## src/rtl/vga_timing_pkg.sv

```systemverilog
// vga_timing_pkg: 640x480@60 raster timing constants and the shared coordinate type
package vga_timing_pkg;
   typedef logic [9:0] coord_t;
   localparam int H_ACTIVE = 640;
   localparam int H_FP     = 16;
   localparam int H_SYNC   = 96;
   localparam int H_BP     = 48;
   localparam int V_ACTIVE = 480;
   localparam int V_FP     = 10;
   localparam int V_SYNC   = 2;
   localparam int V_BP     = 33;
   localparam int H_TOTAL  = H_ACTIVE + H_FP + H_SYNC + H_BP;
   localparam int V_TOTAL  = V_ACTIVE + V_FP + V_SYNC + V_BP;
   localparam int H_SYNC_START = H_ACTIVE + H_FP;
   localparam int H_SYNC_END   = H_SYNC_START + H_SYNC;
   localparam int V_SYNC_START = V_ACTIVE + V_FP;
   localparam int V_SYNC_END   = V_SYNC_START + V_SYNC;
endpackage

```

## src/rtl/vga_sync_gen_if.sv

```systemverilog
// vga_sync_gen_if: raster coordinates, syncs and strobes from the sync generator to its consumers
interface vga_sync_gen_if;
   import vga_timing_pkg::*;
   logic   pixel_clk;
   logic   hs;
   logic   vs;
   logic   display_en;
   logic   line_start;
   logic   frame_start;
   coord_t DrawX;
   coord_t DrawY;
   modport master (output pixel_clk, hs, vs, display_en, line_start, frame_start, DrawX, DrawY);
   modport slave  (input  pixel_clk, hs, vs, display_en, line_start, frame_start, DrawX, DrawY);
endinterface

```

## src/rtl/mod_counter.sv

```systemverilog
// mod_counter: modulo-MODULUS counter; wrap flags an enabled step from MODULUS-1 back to 0
module mod_counter
   import vga_timing_pkg::*;
#(
   parameter int MODULUS = 800
) (
   input  logic   clk,
   input  logic   rst,
   input  logic   en,
   input  logic   clear,
   output coord_t count,
   output logic   wrap
);
   coord_t count_q, count_d;
   always_comb begin
      wrap    = en && (count_q == coord_t'(MODULUS - 1));
      count_d = (clear || wrap) ? '0 : en ? count_q + 10'd1 : count_q;
   end
   always_ff @(posedge clk or posedge rst) begin
      if (rst) count_q <= '0;
      else     count_q <= count_d;
   end
   assign count = count_q;
endmodule

```

## src/rtl/vga_sync_gen.sv

```systemverilog
// vga_sync_gen: VGA raster generator; pixel tick is every second Clk, syncs and
// display_en are registered from the next counter values so they align with DrawX/DrawY
module vga_sync_gen #(
   parameter int H_ACTIVE = vga_timing_pkg::H_ACTIVE,
   parameter int H_FP     = vga_timing_pkg::H_FP,
   parameter int H_SYNC   = vga_timing_pkg::H_SYNC,
   parameter int H_BP     = vga_timing_pkg::H_BP,
   parameter int V_ACTIVE = vga_timing_pkg::V_ACTIVE,
   parameter int V_FP     = vga_timing_pkg::V_FP,
   parameter int V_SYNC   = vga_timing_pkg::V_SYNC,
   parameter int V_BP     = vga_timing_pkg::V_BP
) (
   input logic           Clk,
   input logic           Reset,
   vga_sync_gen_if.master vga
);
   import vga_timing_pkg::*;
   localparam int     HT  = H_ACTIVE + H_FP + H_SYNC + H_BP;
   localparam int     VT  = V_ACTIVE + V_FP + V_SYNC + V_BP;
   localparam coord_t HA  = coord_t'(H_ACTIVE);
   localparam coord_t VA  = coord_t'(V_ACTIVE);
   localparam coord_t HSB = coord_t'(H_ACTIVE + H_FP);
   localparam coord_t HSE = coord_t'(H_ACTIVE + H_FP + H_SYNC);
   localparam coord_t VSB = coord_t'(V_ACTIVE + V_FP);
   localparam coord_t VSE = coord_t'(V_ACTIVE + V_FP + V_SYNC);
   if (HT > 1024 || VT > 1024) begin : g_size_chk
      $error("vga_sync_gen: line/frame totals exceed the 10-bit counters");
   end
   logic   pix_en_q, pix_en_d, hs_q, hs_d, vs_q, vs_d, de_q, de_d;
   logic   ls_q, ls_d, fs_q, fs_d, h_wrap, v_wrap;
   coord_t hc, vc, hc_n, vc_n;
   mod_counter #(.MODULUS(HT)) u_hc (
      .clk(Clk), .rst(Reset), .en(pix_en_q), .clear(1'b0), .count(hc), .wrap(h_wrap)
   );
   mod_counter #(.MODULUS(VT)) u_vc (
      .clk(Clk), .rst(Reset), .en(h_wrap), .clear(1'b0), .count(vc), .wrap(v_wrap)
   );
   // decode the position the counters will hold after this edge
   always_comb begin
      pix_en_d = ~pix_en_q;
      hc_n     = h_wrap ? '0 : hc + 10'd1;
      vc_n     = v_wrap ? '0 : h_wrap ? vc + 10'd1 : vc;
      hs_d     = pix_en_q ? !(hc_n >= HSB && hc_n < HSE) : hs_q;
      vs_d     = pix_en_q ? !(vc_n >= VSB && vc_n < VSE) : vs_q;
      de_d     = pix_en_q ? (hc_n < HA && vc_n < VA) : de_q;
      ls_d     = h_wrap;
      fs_d     = v_wrap;
   end
   always_ff @(posedge Clk or posedge Reset) begin
      if (Reset) begin
         pix_en_q <= 1'b0;
         hs_q     <= 1'b1;
         vs_q     <= 1'b1;
         de_q     <= 1'b0;
         ls_q     <= 1'b0;
         fs_q     <= 1'b0;
      end else begin
         pix_en_q <= pix_en_d;
         hs_q     <= hs_d;
         vs_q     <= vs_d;
         de_q     <= de_d;
         ls_q     <= ls_d;
         fs_q     <= fs_d;
      end
   end
   assign vga.pixel_clk   = pix_en_q;
   assign vga.hs          = hs_q;
   assign vga.vs          = vs_q;
   assign vga.display_en  = de_q;
   assign vga.line_start  = ls_q;
   assign vga.frame_start = fs_q;
   assign vga.DrawX       = hc;
   assign vga.DrawY       = vc;
endmodule

```

## src/flat_wrapper.sv

```systemverilog
// flat-port wrapper written by rule: the top's interface ports become plain ports
module vga_sync_gen_flat import vga_timing_pkg::*;
#(
   parameter int H_ACTIVE = vga_timing_pkg::H_ACTIVE,
   parameter int H_FP     = vga_timing_pkg::H_FP,
   parameter int H_SYNC   = vga_timing_pkg::H_SYNC,
   parameter int H_BP     = vga_timing_pkg::H_BP,
   parameter int V_ACTIVE = vga_timing_pkg::V_ACTIVE,
   parameter int V_FP     = vga_timing_pkg::V_FP,
   parameter int V_SYNC   = vga_timing_pkg::V_SYNC,
   parameter int V_BP     = vga_timing_pkg::V_BP
)
  (Clk, Reset, vga_pixel_clk, vga_hs, vga_vs, vga_display_en, vga_line_start, vga_frame_start, vga_DrawX, vga_DrawY);
  vga_sync_gen_if vga_i ();
  input logic Clk;
  input logic Reset;
  output wire logic [$bits(vga_i.pixel_clk)-1:0] vga_pixel_clk;
  output wire logic [$bits(vga_i.hs)-1:0] vga_hs;
  output wire logic [$bits(vga_i.vs)-1:0] vga_vs;
  output wire logic [$bits(vga_i.display_en)-1:0] vga_display_en;
  output wire logic [$bits(vga_i.line_start)-1:0] vga_line_start;
  output wire logic [$bits(vga_i.frame_start)-1:0] vga_frame_start;
  output wire logic [$bits(vga_i.DrawX)-1:0] vga_DrawX;
  output wire logic [$bits(vga_i.DrawY)-1:0] vga_DrawY;
  assign vga_pixel_clk = vga_i.pixel_clk;
  assign vga_hs = vga_i.hs;
  assign vga_vs = vga_i.vs;
  assign vga_display_en = vga_i.display_en;
  assign vga_line_start = vga_i.line_start;
  assign vga_frame_start = vga_i.frame_start;
  assign vga_DrawX = vga_i.DrawX;
  assign vga_DrawY = vga_i.DrawY;
  vga_sync_gen #(.H_ACTIVE(H_ACTIVE), .H_FP(H_FP), .H_SYNC(H_SYNC), .H_BP(H_BP), .V_ACTIVE(V_ACTIVE), .V_FP(V_FP), .V_SYNC(V_SYNC), .V_BP(V_BP)) u_core (.Clk(Clk), .Reset(Reset), .vga(vga_i));
endmodule
```

## config.mk

```make
export PLATFORM = sky130hd
export DESIGN_NAME = vga_sync_gen_flat
export DESIGN_NICKNAME = d
export VERILOG_FILES = /design/src/rtl/vga_timing_pkg.sv /design/src/rtl/vga_sync_gen_if.sv /design/src/rtl/mod_counter.sv /design/src/rtl/vga_sync_gen.sv /design/src/flat_wrapper.sv
export SDC_FILE = /design/constraint.sdc
export NUM_CORES = 1
export LEC_CHECK = 0
export ABC_CLOCK_PERIOD_IN_PS = 6300
export BUFFER_PORTS_ARGS = -buffer_cell sky130_fd_sc_hd__buf_2
export CORE_UTILIZATION = 40
export CTS_BUF_LIST = sky130_fd_sc_hd__clkbuf_8
export DETAILED_ROUTE_END_ITERATION = 10
export HOLD_SLACK_MARGIN = 0.12
export PLACE_DENSITY = 0.64
export SYNTH_ARGS = -nofsm -noshare
export SYNTH_HDL_FRONTEND = slang
export SYNTH_SLANG_ARGS = --single-unit
```

## constraint.sdc

```tcl
create_clock -name Clk -period 6.3 [get_ports Clk]
set_clock_uncertainty 0.15 [all_clocks]
set_input_delay 1.26 -clock Clk [delete_from_list [all_inputs] [get_ports Clk]]
set_output_delay 1.26 -clock Clk [all_outputs]
set_load 0.02 [all_outputs]
```

Yosys cells after proc, flatten, opt, wreduce, memory -nomap -nowiden
Index checks and enable logic that the tools add are counted.
{ "totals": {"register_bits": 26, "inputBits": 2, "output_inout_bits": 26, "elab_cells": 32} }
{ "op_classes": {"add_sub_neg": 2, "magnitude_cmp": 6, "n_eq_ne": 2, "n_mux": 5, "bitwise_logic": 1, "reduce_logical": 8} }
{ "op_table": {"columns": ["op", "n"], "rows": [
  ["10-bit two-way mux", 5],
  ["10-bit by 1-bit adder with 10-bit output, second input constant", 2],
  ["10-bit equality test, second input constant", 2],
  ["10-bit less-than comparator, second input constant", 2],
  ["10-bit by 9-bit less-than comparator with 1-bit output, second input constant", 2],
  ["10-bit >= comparator, second input constant", 1],
  ["10-bit by 9-bit >= comparator with 1-bit output, second input constant", 1],
  ["1-bit logical AND", 5],
  ["1-bit logical NOT", 2],
  ["2-bit nonzero test", 1],
  ["1-bit inverter", 1]
]} }

Depth between registers and ports, before layout
Gate-level depths: netlist of run 1.
{ "depth": {"word_depth": 7, "mapped_depth": 9, "ltp_nobuf": 8} }

By module
A second synthesis of run 1 with hierarchy kept.
{ "unflattened": {"cells_unflattened": 179, "area_unflattened_um2": 1694.1} }
{ "modules_own_cells": {"columns": ["module", "n_inst", "cells_each", "area_each_um2", "seq_area_each_um2"], "rows": [
  ["vga_sync_gen", 1, 74, 605.6, 152.6],
  ["mod_counter (u_core.u_vc)", 1, 58, 580.6, 250.2],
  ["mod_counter (u_core.u_hc)", 1, 47, 508.0, 250.2]
]} }

Worst setup path before layout of run 1
OpenSTA, ideal clock, no wires.
{ "synth_timing": {"path_kind": "register -> register", "startpoint": "register u_core.u_vc.count_q[0] (netlist: u_core.u_vc.count[0])", "endpoint": "register u_core.de_q (netlist: u_core.vga.display_en)", "setup_time_ns": 0.122, "arrival_ns": 2.121, "required_time_ns": 6.028, "slack_ns": 3.907, "stages_incl_launch_ff": 8, "path_buffers": 0, "synth_period_minus_slack_ns": 2.393, "cell_sequence": "dfrtp_1 -> ha_1 -> and4_4 -> or4_1 -> a21boi_1 -> o221a_2 -> o21ai_1 -> a32o_1"} }
{ "synth_via": {"elab_chain_len": 5, "elab_cells_between_ends": 7, "classes_between": "1 x add/sub; 1 x order compare; 1 x eq/ne; 2 x mux; 2 x reduce/logical"} }
{ "synth_lines": {"columns": ["element", "line", "rtl"], "rows": [
  ["from (decl)", "mod_counter.sv:14", "coord_t count_q, count_d;"],
  ["from (signal assigned)", "mod_counter.sv:21", "else count_q <= count_d;"],
  ["10-bit by 1-bit adder with 10-bit output / 10-bit equality test (equally long branches)", "vga_sync_gen.sv:42, mod_counter.sv:16", null],
  ["10-bit two-way mux / 1-bit logical AND (equally long branches)", "vga_sync_gen.sv:42, mod_counter.sv:16", null],
  ["10-bit two-way mux (*)", "vga_sync_gen.sv:42", "vc_n = v_wrap ? '0 : h_wrap ? vc + 10'd1 : vc;"],
  ["10-bit by 9-bit less-than comparator with 1-bit output (*)", "vga_sync_gen.sv:45", "de_d = pix_en_q ? (hc_n < HA && vc_n < VA) : de_q;"],
  ["1-bit logical AND (*)", "vga_sync_gen.sv:45", null],
  ["to (signal assigned)", "vga_sync_gen.sv:54", "de_q <= 1'b0;"],
  ["to (signal assigned)", "vga_sync_gen.sv:61", "de_q <= de_d;"],
  ["to (decl)", "vga_sync_gen.sv:29", "logic pix_en_q, pix_en_d, hs_q, hs_d, vs_q, vs_d, de_q, de_d;"]
]} }
Mark *: on every way between the ends. The rest lies on a longest branch, timed or not.
A chain may end at the register's enable or synchronous reset.

Worst setup path in the final report of run 1
{ "layout_timing": {"startpoint": "register u_core.pix_en_q (netlist: u_core.vga.pixel_clk)", "endpoint": "register u_core.de_q (netlist: u_core.vga.display_en)"} }
{ "layout_via": {"elab_chain_len": 5, "elab_cells_between_ends": 8, "classes_between": "2 x order compare; 3 x mux; 3 x reduce/logical"} }
{ "layout_lines": {"columns": ["element", "line", "rtl"], "rows": [
  ["from (decl)", "vga_sync_gen.sv:29", null],
  ["from (signal assigned)", "vga_sync_gen.sv:58", "pix_en_q <= pix_en_d;"],
  ["1-bit logical AND", "mod_counter.sv:16", "wrap = en && (count_q == coord_t'(MODULUS - 1));"],
  ["10-bit two-way mux / 1-bit logical AND (equally long branches)", "vga_sync_gen.sv:42, mod_counter.sv:16", null],
  ["10-bit two-way mux", "vga_sync_gen.sv:42", null],
  ["10-bit by 9-bit less-than comparator with 1-bit output", "vga_sync_gen.sv:45", null],
  ["1-bit logical AND", "vga_sync_gen.sv:45", null]
]} }
Several ways; a longest one is shown, not always the timed one.

==> impl_metrics.toml, run 1 <==
[outcome]
outcome = "complete, no violations"

[routing]
drtPass1Iterations = 4
drt_iter0_drc = 90
drc_errors = 0
detail-route-antenna-nets = 0
wirelength_mm = 3.42
wire_per_inst_um = 14.3
dr_total_vias = 1363
avgViaCountPerCell = 5.68

[place]
dp_hpwl_mm = 2.47
routabilityCongestion = 0.854
io_buffers = 27
place_area_sq_um = 1670

[clock_tree]
cts_buffers = 3
postCtsHoldBufs = 0
clk_pin_slew_ps = 80
cts_tree = "yes"
insertion_delay_ps = 270
clock_sinks = 26
cts-root-buf = "clkbuf_8"
h-tree-depth = 1
postCtsResizedCells = 0
postCtsSetupBuffers = 0
clockBufferDepth = 2

[die]
floorplan.initialDensity = 0.418
num_rows = 22
die_x_um = 63.9
dieArea_sq_um = 4080
pin_count = 28
core_area_sq_um = 3660
fp.dieH_um = 63.9

[grt]
grt_remaining_overflow = 0
grt_max_degree = 27
grt.total_usage = 0.179
antenna_found_initial = 0
first_global_vias = 1247
grt_pass1_wl_mm = 5.66

[sta]
min_period_ps = 2720
post-route-period-util = 0.432
tns_ps = 0
rsz0062_at_grt = "false"
slew_headroom = 0.350
hold_violations = 0
fmax_ghz = 0.368
worst_pin_slew_ps = 975
setup_viol = 0
drv_slew = 0

[pwr]
combPwrFrac = 0.013
pwr-share-seq = 0.638
switching_power_w = 0.0000508
power.density_nw_per_um2 = 152
vdd.ir_drop.worst_mv = 0.0823
internal_power_w = 0.000211
power.total_w = 0.000261
leakage_nw = 0.803
pwr-share-clk = 0.349
swShare = 0.194

[logic_synthesis]
yosys_warnings = 0
synth_xor_area_frac = 0.0630
syn_inst = 171
yosysSeqAreaShare = 0.427
synth_enable_flop_cells = 0
ys_ff_latch = 26
synth_fa_ha_area_frac = 0.0245
synth.area.top_cells = "dfrtp_1 (39%), nand2_1 (5.2%), o21ai_0 (3.9%)"
synth_area_per_cell_sq_um = 8.95
synth_top_family_by_area = "simple AND/OR/NAND/NOR gates"
syn_area_sq_um = 1530
synth_top_area_cell = "dfrtp_1"
synth_nets = 176
synth_cell_types = 46
synth_mux_area_frac = 0.00654
yosys.area_share.simple = 0.273
synthArstFlopShare = 1.00
yosysTopAreaCellShare = 0.392
synthFlopType = "dfrtp_1"
synth_compound_area_frac = 0.155

[critical_path]
critPathCaptureType = "flop"
cp.arrival_ps = 2720
cp.required_ps = 6300
crit_fanout = 18
criticalPathCategory = "flop to flop"
cp-start-kind = "flop"

[run]
maxCapViolations = 0

[layout]
diodes = 0
nets = 198
n_fill_cell = 360
area_growth_pct = 12.3
design_area_sq_um = 1720
drive_gt1_frac = 0.193

[hold_path]
min_path_type = "flop to flop"
==> power groups by stage <==
stage | clock, W | sequential [W] | combinational [W]
3_5_place_dp | 0 | 0.000170 | 0.00000377
3_3_place_gp | 0 | 0.000170 | 0.00000356
6_report | 0.0000912 | 0.000167 | 0.00000341
2_1_floorplan | 0 | 0.000170 | 0.00000247
4_1_cts | 0.0000953 | 0.000167 | 0.00000376
5_1_grt | 0.000102 | 0.000167 | 0.00000426
==> worst max-delay path, stage by stage (launching register included) <==
cell     delay, ps
dfrtp_1        670
and4_1         350
nand4_1        430
nor3_1         430
o221a_2        270
o21ai_1         60
a32o_1         260
==> cells by family (layout without fill, tap and decap cells) <==
logic type / count (synthesis) / after routing
DFF: 26 / 26
buffers and inverters: 17 / 38
xor gates and xnor gates: 11 / 11
and+or+nand+nor: 76 / 76
adders and majority gates: 3 / 3
muxes: 1 / 1
AOI/OAI and AO/OA: 37 / 37
==> placed cells by master, fill, tap and decap left out, drive strengths merged, types with 2 or more instances in the layout <==
| cell type | Yosys | final |
|---|---|---|
| nand3 | 11 | 11 |
| clkbuf | 3 | 3 |
| xor2 | 5 | 5 |
| nor3 | 2 | 2 |
| and4 | 5 | 5 |
| a2bb2oi | 2 | 2 |
| o211ai | 2 | 2 |
| and2 | 2 | 2 |
| a31oi | 2 | 2 |
| nor4 | 2 | 2 |
| dfrtp | 24 | 24 |
| or3 | 2 | 2 |
| nand4 | 8 | 8 |
| nand3b | 2 | 2 |
| dfstp | 2 | 2 |
| xnor2 | 6 | 6 |
| a21oi | 8 | 8 |
| and3 | 2 | 2 |
| o21ai | 13 | 13 |
| nand2 | 21 | 21 |
| ha | 3 | 3 |
| inv | 7 | 8 |
| or4 | 2 | 2 |
| nor4b | 2 | 2 |
| nor2 | 12 | 12 |
| buf | 7 | 27 |
==> synth_stat cells, drive strengths merged, types with 2 or more instances <==
cell	number
a2bb2oi	2
nand3	11
o211ai	2
ha	3
nor3	2
buf	7
nor2	12
and4	5
clkbuf	3
a21oi	8
nand4	8
or4	2
inv	7
a31oi	2
or3	2
and2	2
xor2	5
nand2	21
nor4b	2
dfstp	2
xnor2	6
nor4	2
and3	2
nand3b	2
o21ai	13
dfrtp	24
==> area by class of cell <==
| class | count | area (sq um) | area share |
|---|---|---|---|
| clock buffers | 3 | 41.3 | 0.0240 |
| repair buffers | 27 | 135 | 0.0786 |
| flip-flops and latches | 26 | 653 | 0.380 |
| inverters | 7 | 26.3 | 0.0153 |
| clock inverters | 1 | 3.75 | 0.00218 |
| well taps | 48 | 60.1 | 0.0349 |
| multi-input cells | 128 | 800 | 0.465 |
==> metal layers <==
layer	wire length, um	part of all wire	GRT usage	up-vias
met5	0	0	0	-
met4	50	0.015	0.0767	0
met3	132	0.039	0.0268	6
met2	1660	0.48	0.294	27
met1	1590	0.46	0.232	663
li1	-	-	-	667
==> sequential cells by signal (all words and copies together), names as in the netlist <==
| register | count |
|---|---|
| u_core.u_hc.count | 10 |
| u_core.vga.vs | 1 |
| u_core.vga.hs | 1 |
| u_core.vga.line_start | 1 |
| u_core.vga.frame_start | 1 |
| u_core.u_vc.count | 10 |
| u_core.vga.pixel_clk | 1 |
| u_core.vga.display_en | 1 |
==> stage by stage <==
stage	utilization	hold slack [ps]	worst slack, ps	cells
after floorplan	-	366	3910	171
after global placement	0.457	344	3700	236
after detailed placement	0.457	348	3610	236
after CTS	0.470	359	3590	240
after global routing	0.470	373	3370	240
final	0.470	352	3580	240
==> worst paths after layout <==
| check | startpoint | endpoint | slack, ps | depth (start not counted) |
|---|---|---|---|---|
| min in group asynchronous | Reset | u_core.u_vc.count[7] | 1050 | 2 |
| worst min-delay path | u_core.vga.vs | u_core.vga.vs | 350 | 2 |
| worst min register to register | u_core.vga.vs | u_core.vga.vs | 350 | 2 |
| worst max-delay path | u_core.vga.pixel_clk | u_core.vga.display_en | 3580 | 6 |
| max in group asynchronous | Reset | u_core.vga.pixel_clk | 4340 | 2 |
| worst max register to register | u_core.vga.pixel_clk | u_core.vga.display_en | 3580 | 6 |
Power figures use the tool's default switching activity.
==> inputs of run 2 (changes only) <==
--- a/config.mk
+++ b/config.mk
@@ -5,13 +5,13 @@
 export SDC_FILE = /design/constraint.sdc
 export NUM_CORES = 1
 export LEC_CHECK = 0
-export ABC_CLOCK_PERIOD_IN_PS = 6300
+export ABC_CLOCK_PERIOD_IN_PS = 2400
 export BUFFER_PORTS_ARGS = -buffer_cell sky130_fd_sc_hd__buf_2
 export CORE_UTILIZATION = 40
 export CTS_BUF_LIST = sky130_fd_sc_hd__clkbuf_8
 export DETAILED_ROUTE_END_ITERATION = 10
 export HOLD_SLACK_MARGIN = 0.12
-export PLACE_DENSITY = 0.64
+export PLACE_DENSITY = 0.66
 export SYNTH_ARGS = -nofsm -noshare
 export SYNTH_HDL_FRONTEND = slang
 export SYNTH_SLANG_ARGS = --single-unit
==> constraint.sdc (replaced) <==
create_clock -name Clk -period 2.4 [get_ports Clk]
set_clock_uncertainty 0.15 [all_clocks]
set_input_delay 0.48 -clock Clk [delete_from_list [all_inputs] [get_ports Clk]]
set_output_delay 0.48 -clock Clk [all_outputs]
set_load 0.02 [all_outputs]
==> impl_metrics.toml, run 2 (synthesis gave the netlist of run 1 again) <==
[clock_tree]
clock_sinks = 26
clk_pin_slew_ps = 90
h-tree-depth = 1
postCtsHoldBufs = 0
cts_buffers = 3
insertion_delay_ps = 270
cts_tree = "yes"
cts-root-buf = "clkbuf_8"
clockBufferDepth = 2

[grt]
antenna_found_initial = 0
grt_max_degree = 18
use_met2 = 0.354
use_met1 = 0.248
use_met3 = 0.0321
first_global_vias = 1390
grt_pass1_wl_mm = 6.36
grt.total_usage = 0.200
top_usage_layer = "met2"
grt_remaining_overflow = 0

[layout]
area_growth_pct = 21.4
n_fill_cell = 359
layout_commonest_cell = "buf_2"
nets = 215
diodes = 0
layout_common_cells = "buf_2 (27), dfrtp_1 (23), nand2_1 (21), buf_4 (17)"
finalNonFillerCells = 257
drive_gt1_frac = 0.268
final_util = 0.508

[pwr]
combPwrFrac = 0.016
swShare = 0.193
leakage_nw = 0.889
pwr-share-seq = 0.601
pwr-share-clk = 0.382
power.density_nw_per_um2 = 392
vdd.ir_drop.worst_mv = 0.184
switching_power_w = 0.000141
internal_power_w = 0.000587

[sta]
slew_headroom = 0.610
fmax_ghz = 0.445
hold_violations = 0
tns_ps = 0
post-route-period-util = 0.937
min_period_ps = 2250
setup_ws_ps = 151
drv_slew = 0
timing.hold.ws_ps = 103
setup_viol = 0
worst_pin_slew_ps = 584
rsz0062_at_grt = "false"

[place]
detailedPlace.worstSlack_ps = 149
dp_hpwl_mm = 2.85
dp_cells = 252
routabilityCongestion = 0.863
io_buffers = 27

[routing]
drt_iter0_drc = 78
detail-route-antenna-nets = 0
drtPass1Iterations = 4
drc_errors = 0
dr_total_vias = 1435
avgViaCountPerCell = 5.58
wirelength_mm = 3.70
wire_per_inst_um = 14.4

[die]
core_area_sq_um = 3660
die_x_um = 63.9
floorplan.initialDensity = 0.418
pin_count = 28
fp.dieH_um = 63.9
num_rows = 22
dieArea_sq_um = 4080

[hold_path]
min_path_type = "input port to async pin"

[critical_path]
cp-start-kind = "flop"
cp.arrival_ps = 2270
criticalPathCategory = "flop to flop"
crit_fanout = 4
critPathCaptureType = "flop"
cp.required_ps = 2420

[run]
maxCapViolations = 0

[outcome]
outcome = "complete, no violations"
[run 2: cell types whose count changed in the layout (fill, tap and decap cells not counted), sizes merged]
cell,change
clkbuf,+1
inv,-1
buf,+17
[run 2: layout make-up]
| type | instances | area (sq um) | area share |
|---|---|---|---|
| Sequential cell | 26 | 654 | 0.352 |
| Multi-Input combinational cell | 128 | 800 | 0.430 |
| Inverter | 7 | 26.3 | 0.0141 |
| Clock buffer | 4 | 55.1 | 0.0296 |
| Timing Repair Buffer | 44 | 263 | 0.141 |
| Tap cell | 48 | 60.1 | 0.0323 |
[run 2: worst max-delay path: stages, from the launching register on]
cell and delay (ps):
dfrtp_1 390, ha_1 210, and4_4 190, or4_1 500, a21boi_1 150, o221a_2 220, o21ai_1 70, a32o_1 260
[run 2: per-layer routing]
layer / wire length [um] / part of all wire / vias to the layer above
met1: 1550 / 0.42 / 678
met3: 218 / 0.059 / 4
met2: 1880 / 0.51 / 50
met5: 0 / 0 / -
met4: 42 / 0.011 / 0
li1: - / - / 703
[run 2: power groups by stage]
stage / sequential, W / combinational (W) / clock (W)
after global routing: 0.000438 / 0.0000139 / 0.000308
final: 0.000438 / 0.0000119 / 0.000278
after detailed placement: 0.000446 / 0.0000124 / 0
after global placement: 0.000446 / 0.0000120 / 0
after CTS: 0.000438 / 0.0000125 / 0.000288
after floorplan: 0.000446 / 0.00000648 / 0
[run 2: final timing paths]
kind                                         end            startpoint  slack (ps)  depth (start not counted)
max                        u_core.vga.display_en  u_core.u_vc.count[0]         150                          7
min                        u_core.vga.line_start                 Reset         100                          2
max reg2reg                u_core.vga.display_en  u_core.u_vc.count[0]         150                          7
min reg2reg                        u_core.vga.vs         u_core.vga.vs         350                          2
max in group asynchronous   u_core.u_vc.count[5]                 Reset        1460                          3
min in group Clk                   u_core.vga.vs         u_core.vga.vs         350                          2
[run 2: per-stage QoR]
stage          area, sq um  total power, W
2_1_floorplan         1530        0.000453
3_3_place_gp          1790        0.000458
3_5_place_dp          1790        0.000459
4_1_cts               1850        0.000738
5_1_grt               1860        0.000760
6_report              1860        0.000728
[run 2: repair_timing]
action | 4_1_cts | 5_1_grt
buffers inserted | 0 | 1
setup endpoints to repair | 0 | 1
resized for setup | 0 | 1
==> inputs of run 3 (changes only) <==
--- a/config.mk
+++ b/config.mk
@@ -12,6 +12,7 @@
 export DETAILED_ROUTE_END_ITERATION = 10
 export HOLD_SLACK_MARGIN = 0.12
 export PLACE_DENSITY = 0.66
+export SETUP_SLACK_MARGIN = 0.5
 export SYNTH_ARGS = -nofsm -noshare
 export SYNTH_HDL_FRONTEND = slang
 export SYNTH_SLANG_ARGS = --single-unit
==> impl_metrics.toml, run 3 (synthesis gave the netlist of run 1 again) <==
[outcome]
outcome = "complete, no violations"

[sta]
worst_pin_slew_ps = 375
post-route-period-util = 0.937
rsz0062_at_grt = "true"
setup_viol = 0
tns_ps = 0
hold_violations = 0
fmax_ghz = 0.445
setup_ws_ps = 151
slew_headroom = 0.747
min_period_ps = 2250
drv_slew = 0

[critical_path]
critPathCaptureType = "flop"
criticalPathCategory = "flop to flop"
worstRegToRegCells = 6
cp.arrival_ps = 2270
crit_fanout = 7
critPathLaunch = "u_core.u_vc.count[3]"
slowest_delay_ps = 560
critical_path_buf_inv_count = 0
crit-reg2reg-launch = "u_core.u_vc.count[3]"
worst-path-stages = 6
cp_cell_sequence = "nand4_1, or4_4, a21boi_2, o221a_2, o21ai_1, a32o_1"
cp-start-kind = "flop"
cp.required_ps = 2430
crit_slowest_cell = "or4_4"
cp_top_family = "simple AND/OR/NAND/NOR gates"

[layout]
area_growth_pct = 43.5
seqCellArea_sq_um = 668
drive_gt1_frac = 0.472
layout_common_cells = "buf_4 (35), buf_2 (27), nand2_1 (20), dfrtp_2 (12), dfrtp_1 (12)"
diodes = 0
nets = 237
layout_commonest_cell = "buf_4"
n_fill_cell = 318
multi_input_area_sq_um = 923

[hold_path]
hp-start = "u_core.vga.vs"
whs_path_depth = 2
min_path_type = "flop to flop"

[clock_tree]
clk_pin_slew_ps = 90
cts_tree = "yes"
cts_buffers = 3
clockBufferDepth = 2
clock_sinks = 26
insertion_delay_ps = 280
cts-root-buf = "clkbuf_8"
h-tree-depth = 1

[pwr]
leakage_nw = 1.01
power.density_nw_per_um2 = 375
vdd.ir_drop.worst_mv = 0.252

[grt]
first_global_vias = 1522
grt_pass1_wl_mm = 7.38
grt_remaining_overflow = 0
antenna_found_initial = 0
grt_max_degree = 27
grt.total_usage = 0.233

[die]
num_rows = 22
die_x_um = 63.9
pin_count = 28
fp.dieH_um = 63.9
floorplan.initialDensity = 0.418
core_area_sq_um = 3660
dieArea_sq_um = 4080

[run]
maxCapViolations = 0

[place]
io_buffers = 27
routabilityCongestion = 0.902
dp_hpwl_mm = 2.96
detailedPlace.worstSlack_ps = 182

[routing]
wirelength_mm = 4.71
avgViaCountPerCell = 5.73
drtPass1Iterations = 4
drc_errors = 0
wire_per_inst_um = 16.9
dr_total_vias = 1598
drt_iter0_drc = 98
detail-route-antenna-nets = 0
[run 3: repair_timing]
action                                  in CTS  in global routing
endpoints found under the setup margin       7                 13
gates resized for setup                      8                 23
pin swaps                                   10                 12
setup buffers                               12                 11
hold buffers                                 1                  0
endpoints found under the hold margin       24                  0
[run 3: cell type report]
| cell class | instances | share of cell area |
|---|---|---|
| clock buffers | 3 | 0.0188 |
| well taps | 48 | 0.0274 |
| clock inverters | 1 | 0.0137 |
| flip-flops and latches | 26 | 0.304 |
| multi-input cells | 128 | 0.421 |
| repair buffers | 66 | 0.201 |
| inverters | 7 | 0.0142 |
[run 3: power by group]
group	internal (W)	leakage [nW]	switching, W
clock network	0.000224	0.0357	0.000151
registers	0.000438	0.319	0
logic	0.00000285	0.654	0.00000913
total	0.000664	1.01	0.000160
[run 3: path summary, 6_finish.rpt]
kind / end / slack [ps]
max: u_core.vga.display_en / 150
min: u_core.vga.vs / 350
max reg2reg: u_core.vga.display_en / 150
min reg2reg: u_core.vga.vs / 350
max in group asynchronous: u_core.vga.hs / 1140
min in group asynchronous: u_core.u_hc.count[1] / 660
[run 3: metal layers]
layer  up-vias  global-route usage  wire, um
met2        50               0.399      2460
met1       794               0.295      1990
met4         0              0.0852        78
met5         -                   0         0
met3        11              0.0375       189
li1        743                   -         -
[run 3: worst register-to-register path: stages (launching register included)]
cell and delay, ps:
dfrtp_2 460, nand4_1 240, or4_4 560, a21boi_2 180
o221a_2 240, o21ai_1 70, a32o_1 250
[run 3: stage by stage]
stage                     cell area, sq um  total power (W)  utilization  instances  hold slack, ps
after floorplan                       1620         0.000453            -        171             366
after global placement                1850         0.000457        0.504        251             335
after detailed placement              1850         0.000458        0.504        251             334
after CTS                             2040         0.000825        0.558        268             347
after global routing                  2200         0.000850        0.600        279             378
final                                 2200         0.000824        0.600        279             345
